**config.mk**
```make
export PLATFORM = sky130hd
export DESIGN_NAME = wb_master_arbiter
export DESIGN_NICKNAME = d
export VERILOG_FILES = /design/src/rtl/wb_master_arbiter.sv
export SDC_FILE = /design/constraint.sdc
export NUM_CORES = 1
export LEC_CHECK = 0
export CORE_AREA = 3 3 110 112
export CTS_CLUSTER_DIAMETER = 120
export DETAILED_ROUTE_END_ITERATION = 16
export DIE_AREA = 0 0 113 115
export PLACE_DENSITY = 0.65
export SLEW_MARGIN = 0
export SYNTH_ARGS = -nofsm -noshare
export SYNTH_HDL_FRONTEND = slang
export SYNTH_SLANG_ARGS = --single-unit
```
**constraint.sdc**
```tcl
create_clock -name i_clk -period 3.2 [get_ports i_clk]
set_clock_uncertainty 0.15 [all_clocks]
set_input_delay 0.32 -clock i_clk [delete_from_list [all_inputs] [get_ports i_clk]]
set_output_delay 0.32 -clock i_clk [all_outputs]
set_load 0.005 [all_outputs]
```
**src/rtl/wb_master_arbiter.sv**
```systemverilog
// Two-master Wishbone arbiter: round-robin grant held for a whole CYC burst,
// with a per-access ack watchdog that returns ERR to the owner on slave timeout.
module wb_master_arbiter #(
  parameter int TIMEOUT_CYCLES = 256,
  parameter int CNT_WIDTH      = 9
) (
  input  logic             i_clk,
  input  logic             i_reset,
  input  logic [1:0][31:0] i_m_adr,
  input  logic [1:0][31:0] i_m_dat,
  input  logic [1:0]       i_m_we,
  input  logic [1:0][3:0]  i_m_sel,
  input  logic [1:0]       i_m_stb,
  input  logic [1:0]       i_m_cyc,
  output logic [31:0]      o_m_dat,
  output logic [1:0]       o_m_ack,
  output logic [1:0]       o_m_err,
  output logic [31:0]      o_s_adr,
  output logic [31:0]      o_s_dat,
  output logic             o_s_we,
  output logic [3:0]       o_s_sel,
  output logic             o_s_stb,
  output logic             o_s_cyc,
  input  logic [31:0]      i_s_dat,
  input  logic             i_s_ack,
  output logic [1:0]       o_grant
);

  typedef enum logic {IDLE, BUSY} state_t;

  state_t               r_state;
  logic [1:0]           r_grant;
  logic                 r_last;
  logic [CNT_WIDTH-1:0] r_wdCnt;
  logic                 r_errPulse;

  logic                 w_ownerStb;
  logic                 w_release;
  logic [1:0]           w_req;
  logic [1:0]           w_pick;

  // AND-OR mux on the one-hot grant yields an all-zero bus when idle
  assign o_s_adr = ({32{r_grant[0]}} & i_m_adr[0]) | ({32{r_grant[1]}} & i_m_adr[1]);
  assign o_s_dat = ({32{r_grant[0]}} & i_m_dat[0]) | ({32{r_grant[1]}} & i_m_dat[1]);
  assign o_s_sel = ({4{r_grant[0]}} & i_m_sel[0]) | ({4{r_grant[1]}} & i_m_sel[1]);
  assign o_s_we  = |(r_grant & i_m_we);
  assign o_s_cyc = |(r_grant & i_m_cyc);

  assign w_ownerStb = |(r_grant & i_m_stb);
  assign o_s_stb    = w_ownerStb & ~r_errPulse;

  assign o_m_dat = i_s_dat;
  assign o_m_ack = r_grant & {2{i_s_ack & o_s_stb}};
  assign o_m_err = r_grant & {2{r_errPulse}};
  assign o_grant = r_grant;

  assign w_release = (r_state == BUSY) && !(|(r_grant & i_m_cyc));
  assign w_req     = ((r_state == IDLE) || w_release) ? i_m_cyc : 2'b00;

  // On a tie the master that did not win last time gets the bus
  always_comb begin
    w_pick = 2'b00;
    case (w_req)
      2'b01:   w_pick = 2'b01;
      2'b10:   w_pick = 2'b10;
      2'b11:   w_pick = r_last ? 2'b01 : 2'b10;
      default: w_pick = 2'b00;
    endcase
  end

  always_ff @(posedge i_clk) begin
    if (i_reset) begin
      r_state    <= IDLE;
      r_grant    <= 2'b00;
      r_last     <= 1'b1;
      r_wdCnt    <= '0;
      r_errPulse <= 1'b0;
    end else begin
      r_errPulse <= 1'b0;
      if ((r_state == IDLE) || w_release) begin
        r_grant <= w_pick;
        r_wdCnt <= '0;
        if (w_pick != 2'b00) begin
          r_state <= BUSY;
          r_last  <= w_pick[1];
        end else begin
          r_state <= IDLE;
        end
      end else if (o_s_stb && !i_s_ack) begin
        // Ack arriving in the expiry cycle takes the other branch and wins
        if (r_wdCnt == CNT_WIDTH'(TIMEOUT_CYCLES - 1)) begin
          r_wdCnt    <= '0;
          r_errPulse <= 1'b1;
        end else begin
          r_wdCnt <= r_wdCnt + 1'b1;
        end
      end else begin
        r_wdCnt <= '0;
      end
    end
  end

endmodule

```
==> metrics.txt, run 1 <==
hold path cells 1; Final Wtd Congestion 0.7679; pin count of the biggest net entering global routing 47; CTS Buf Count 3; initial antenna violation count 0; core area 11320 sq um; # diodes 0; Final min period 2.539 ns; setup TNS 0 ns; Max Fanout on Critical Path 31; first-pass GRT wire length 13630 um; post-synth top area share between 30 and 40%; slew margin rel. a little under two thirds; Fmax 0.3939 GHz; # rows 39; IO Count 286; hold_sp r_wdCnt[0]; die area 13000 sq um; async set-reset flop share out of synthesis 0%; hold worst-path end r_wdCnt[0]; status finished, final reports clean; DRC violations left 0; area occupied by multi-input gates 964.7 sq um; vias in the first global route about 2300; gr usage total 13.43%; actual slew at the worst max-slew pin about 0.54 ns; height of the die 115 um; post-synthesis register bit count 14; Routed WL between 9000 and 10000 um; Avg WL per Cell roughly 19 um; Resize count post-CTS 0; hold_buf cts 0; Fill cells approximately 1200; Initial Utilization 14.08%; final clock period utilization by the worst path 79.34%; P&R area growth vs syn 136.0%; clk buf depth 2; Setup Crit Path Kind reg2out; Skew-Pair Late Insertion Delay roughly 0.24 ns; layout cells sized above 1 3.533%; r2r startpoint o_grant[0]; most frequent cells in the layout clkdlybuf4s50_1 (221), a22o_1 (69), dfxtp_1 (12); Synth Instances 190; Hold Fails Final Rpt 0; Hold/Removal Path Class reg2reg; CTS H-tree depth 1; Synth warnings 0; r2r endpoint r_wdCnt[6]; Pre-antenna DRT Iters 4; Post-synth EDFFs 0; Pleak 1.365 nW; CTS tree done; VDD IR max 0.2961 mV; max_cap viols 0; CP startpoint kind flip-flop; Clock transition at path regs 0.05 ns; syn_area_per_cell 8.390 sq um; power per cell area 237.7 nW/um^2; Worst Setup End Kind output port; initial DRC count 181; Max Slew Vio Count 0; CTS Root Cell clkbuf_16; vias around 2200; Post-synth top flop dfxtp_1; postcts setup bufs 0; GRT Residual Overflow 0; cell taking the most area after synthesis a22o_1; FF-to-FF setup slack ~1.1 ns; DP HPWL 7851 um; critical path required time 2.73 ns; CTS Sinks 14; RSZ-0062 raised after global routing false; DR vias/cell around 4.4; final setup vio count 0; Synth cell types 28; Final ANT Viol Nets 0; Die X around 110 um; Storage cell area around 280 sq um; sequential fraction of the synthesis area between 15 and 20%; fin nets between 500 and 600; IO Port Bufs between 200 and 250; Critical Path AT between 2 and 2.5 ns; Post-Syn Nets ~370; commonest non-fill, non-tap cell in the layout clkdlybuf4s50_1; r2r worst-path depth 4; final total power 894.5 uW; synth top area cells a22o_1 (38%), dfxtp_1 (18%), buf_4 (15%); Netlist Area Pre-Place 1594 sq um
==> worst max-delay path by stage <==
| stage | endpoint | depth (start not counted) | from |
|---|---|---|---|
| 6_report | o_m_ack[0] | 5 | o_grant[0] |
| 4_1_cts | o_m_ack[0] | 5 | o_grant[0] |
| 5_1_grt | o_m_ack[1] | 5 | o_grant[0] |
| 3_5_place_dp | o_m_ack[0] | 5 | i_m_stb[0] |
| 3_3_place_gp | o_m_ack[1] | 5 | i_m_stb[0] |
| 2_1_floorplan | r_wdCnt[5] | 7 | r_wdCnt[0] |
==> routing by layer <==
metal	part of all wire [%]	GRT usage [%]	vias up
met5	0	0	-
met4	0.76	1.042	0
met3	13	6.842	6
met2	43	20.02	128
met1	43	18.14	1035
li1	-	-	1068
==> cells by family after synthesis <==
group	synth area share (%)
AO/OA/AOI/OAI	45.92
buffers and inverters	21.90
AND/OR/NAND/NOR	11.38
flip-flops	17.58
XOR/XNOR	1.649
adder cells (fa/ha/maj)	1.570
==> layout make-up <==
type | count | area share, %
inverters | 5 | 0.4988
flip-flops and latches | 14 | 7.516
clock buffers | 3 | 1.995
multi-input cells | 121 | 25.64
repair buffers | 225 | 59.59
well taps | 143 | 4.756
==> state kept, by name, indices dropped and copies added (netlist names) <==
signal / count
r_last: 1
r_state: 1
o_grant: 2
r_errPulse: 1
r_wdCnt: 9
==> synthesized netlist by cell type (2+ instances only) <==
cell      count
buf_2        18
a21oi_1       4
a22o_1       69
a221o_1       2
nor3_1        7
and2_1        2
a211oi_1      3
buf_4        32
nor3b_1       2
xor2_1        2
nand2_1       4
o21ai_0       4
inv_1         5
dfxtp_1      14
nand3_1       4
and3_1        2
or3_1         4
ha_1          2
==> worst max-delay path: stages (launching register included) <==
cell             delay (ns)
dfxtp_2                0.31
buf_4                  0.23
a22oi_1                0.50
nor2_1                 0.13
and3_1                 0.21
clkdlybuf4s50_1        0.44
==> metrics by stage <==
step / std cells / cell area (sq um) / utilization, % / setup slack [ns] / hold slack, ns
floorplan: 190 / 1594 / - / 1.522 / 0.2391
global route: 511 / 3762 / 33.23 / 0.5826 / 0.3898
global placement: 508 / 3687 / 32.57 / 0.7992 / 0.3211
CTS: 511 / 3762 / 33.23 / 0.7167 / 0.3506
detailed placement: 508 / 3687 / 32.57 / 0.8358 / 0.3398
finish: 511 / 3762 / 33.23 / 0.6611 / 0.3493
==> power breakdown <==
group          leakage, nW  internal (mW)  switching [mW]
Combinational         1.21          0.326           0.155
Clock               0.0370          0.163          0.0668
Sequential           0.114          0.179         0.00428
Total                 1.36          0.668           0.226
Note: power is estimated with default switching activity, not from simulation.
==> run 2: changes to the inputs <==
--- a/config.mk
+++ b/config.mk
@@ -5,11 +5,11 @@
 export SDC_FILE = /design/constraint.sdc
 export NUM_CORES = 1
 export LEC_CHECK = 0
-export CORE_AREA = 3 3 110 112
+export CORE_AREA = 3 3 111 113
 export CTS_CLUSTER_DIAMETER = 120
 export DETAILED_ROUTE_END_ITERATION = 16
-export DIE_AREA = 0 0 113 115
-export PLACE_DENSITY = 0.65
+export DIE_AREA = 0 0 114 116
+export PLACE_DENSITY = 0.66
 export SLEW_MARGIN = 0
 export SYNTH_ARGS = -nofsm -noshare
 export SYNTH_HDL_FRONTEND = slang
==> constraint.sdc (replaced) <==
create_clock -name i_clk -period 2.2 [get_ports i_clk]
set_clock_uncertainty 0.15 [all_clocks]
set_input_delay 0.22 -clock i_clk [delete_from_list [all_inputs] [get_ports i_clk]]
set_output_delay 0.22 -clock i_clk [all_outputs]
set_load 0.005 [all_outputs]
==> run 2 against run 1 <==
Effect of this change: global-route usage is 0.65 points lower; wire length is 3.7% lower; design area is 1.7% higher; critical endpoint is now o_s_adr[27]; first-iteration DRC count is 19% lower; register-to-register slack worse by 0.77 ns.
==> metrics.txt, run 2 (synthesized netlist as in run 1, its figures left out) <==
status finished, final reports clean; final clock period utilization by the worst path 94.00%; DP HPWL 7610 um; # diodes 0; routing usage on met1 16.07%; CTS Root Cell clkbuf_16; core area 11420 sq um; VDD IR max 0.3508 mV; Final min period between 2 and 2.5 ns; Pre-antenna DRT Iters 4; # rows 39; Worst Setup End Kind output port; Max Fanout on Critical Path 39; CTS tree done; IO Count 286; most frequent cells in the layout clkdlybuf4s50_1 (221), a22o_1 (69), dfxtp_1 (12); die area 13220 sq um; Hold/Removal Path Class in2out; RSZ-0062 raised after global routing false; vias 2287; DRC violations left 0; final setup vio count 0; postcts setup bufs 0; Final ANT Viol Nets 0; area occupied by multi-input gates slightly below 1000 sq um; height of the die 116 um; pin count of the biggest net entering global routing 40; max_cap viols 0; r2r endpoint r_wdCnt[4]; number of flip-flops under the largest register name 9; FF-to-FF setup slack 0.35 ns; initial antenna violation count 0; Most flops, register r_wdCnt; P&R area growth vs syn 140.0%; IO Port Bufs 221; Setup Crit Path Kind reg2out; Final Wtd Congestion 0.8213; GRT Max-Usage Layer met2; Max Slew Vio Count 0; hold_buf cts 0; commonest non-fill, non-tap cell in the layout clkdlybuf4s50_1; layout cells sized above 1 around 3.8%; vias in the first global route 2260; Hold Fails Final Rpt 0; Routed WL approximately 9400 um; Avg WL per Cell 18.42 um; power per cell area 340.3 nW/um^2; Final WS setup 0.1321 ns; Pleak 1.383 nW; r2r startpoint r_wdCnt[0]; gr usage total 12.78%; met3 usage approximately 3.1%; Critical path origin o_grant[1]; Skew-Pair Late Insertion Delay 0.24 ns; r2r worst-path depth 6; Critical Path End o_s_adr[27]; initial DRC count 146; CTS Buf Count 3; dpl ws 0.1604 ns; Fill cells around 1200; first-pass GRT wire length 13340 um; slew margin rel. 77.43%; met2 usage 22.44%; CTS Sinks 14; fin nets 550; setup TNS 0 ns; Storage cell area 287.8 sq um; Initial Utilization roughly 14%; Fmax 0.4836 GHz; final total power 1.301 mW; Clock transition at path regs ~0.05 ns; CTS H-tree depth 1; GRT Residual Overflow 0; actual slew at the worst max-slew pin 0.3385 ns; Critical Path AT 1.70 ns; Die X 114 um; CP startpoint kind flip-flop; DR vias/cell between 4 and 5; clk buf depth 2; critical path required time 1.83 ns; Final Util 33.50%
[run 2: cell types whose count changed in the layout (fill, tap and decap cells not counted), sizes merged]
| cell | change |
|---|---|
| buf | +1 |
[run 2: area by class of cell]
cell class | instances | share of cell area [%]
clock buffers | 3 | 1.963
inverters | 5 | 0.4907
flip-flops and latches | 14 | 7.524
repair buffers | 226 | 60.12
well taps | 143 | 4.678
multi-input cells | 121 | 25.22
[run 2: worst max-delay path: stages (launching register included)]
cell and delay [ns]:
dfxtp_4 0.43, buf_12 0.21, a22o_1 0.25, clkdlybuf4s50_1 0.54
[run 2: power by group]
part | total [mW] | internal, mW | switching (mW) | leakage, nW
Sequential | 0.273 | 0.260 | 0.0138 | 0.115
Clock | 0.337 | 0.237 | 0.100 | 0.0370
Combinational | 0.691 | 0.487 | 0.204 | 1.23
[run 2: metrics by stage]
| step | hold WS (ns) | instances | cell area (sq um) |
|---|---|---|---|
| after global placement | 0.2900 | 509 | 3745 |
| after global routing | 0.2900 | 512 | 3825 |
| after detailed placement | 0.2900 | 509 | 3745 |
| final | 0.2900 | 512 | 3825 |
| after floorplan | 0.1391 | 190 | 1594 |
| after CTS | 0.2900 | 512 | 3820 |
[run 2: worst min path at each step]
stage | endpoint | slack [ns] | cells past startpoint | from
after floorplan | o_grant[0] | 0.14 | 1 | i_reset
after global placement | o_m_dat[15] | 0.29 | 0 | i_s_dat[15]
after detailed placement | o_m_dat[15] | 0.29 | 0 | i_s_dat[15]
after CTS | o_m_dat[15] | 0.29 | 0 | i_s_dat[15]
after global routing | o_m_dat[31] | 0.29 | 0 | i_s_dat[31]
final | o_m_dat[4] | 0.29 | 0 | i_s_dat[4]
[run 2: repair_timing]
action | 4_1_cts | 5_1_grt
endpoints found under the hold margin | 0 | 0
endpoints found under the setup margin | 0 | 2
gates resized for setup | 0 | 2
[run 2: routing by layer]
| layer | wire length, um | share of wire [%] |
|---|---|---|
| met1 | 3894 | 41 |
| met2 | 4578 | 49 |
| met3 | 900 | 9.5 |
| met4 | 61 | 0.65 |
| met5 | 0 | 0 |
==> run 3: changes to the inputs <==
--- a/config.mk
+++ b/config.mk
@@ -10,6 +10,7 @@
 export DETAILED_ROUTE_END_ITERATION = 16
 export DIE_AREA = 0 0 114 116
 export PLACE_DENSITY = 0.66
+export SKIP_CTS_REPAIR_TIMING = 1
 export SLEW_MARGIN = 0
 export SYNTH_ARGS = -nofsm -noshare
 export SYNTH_HDL_FRONTEND = slang
==> results of run 3 <==
The final DEF is identical to that of run 2; final timing and power are the same.
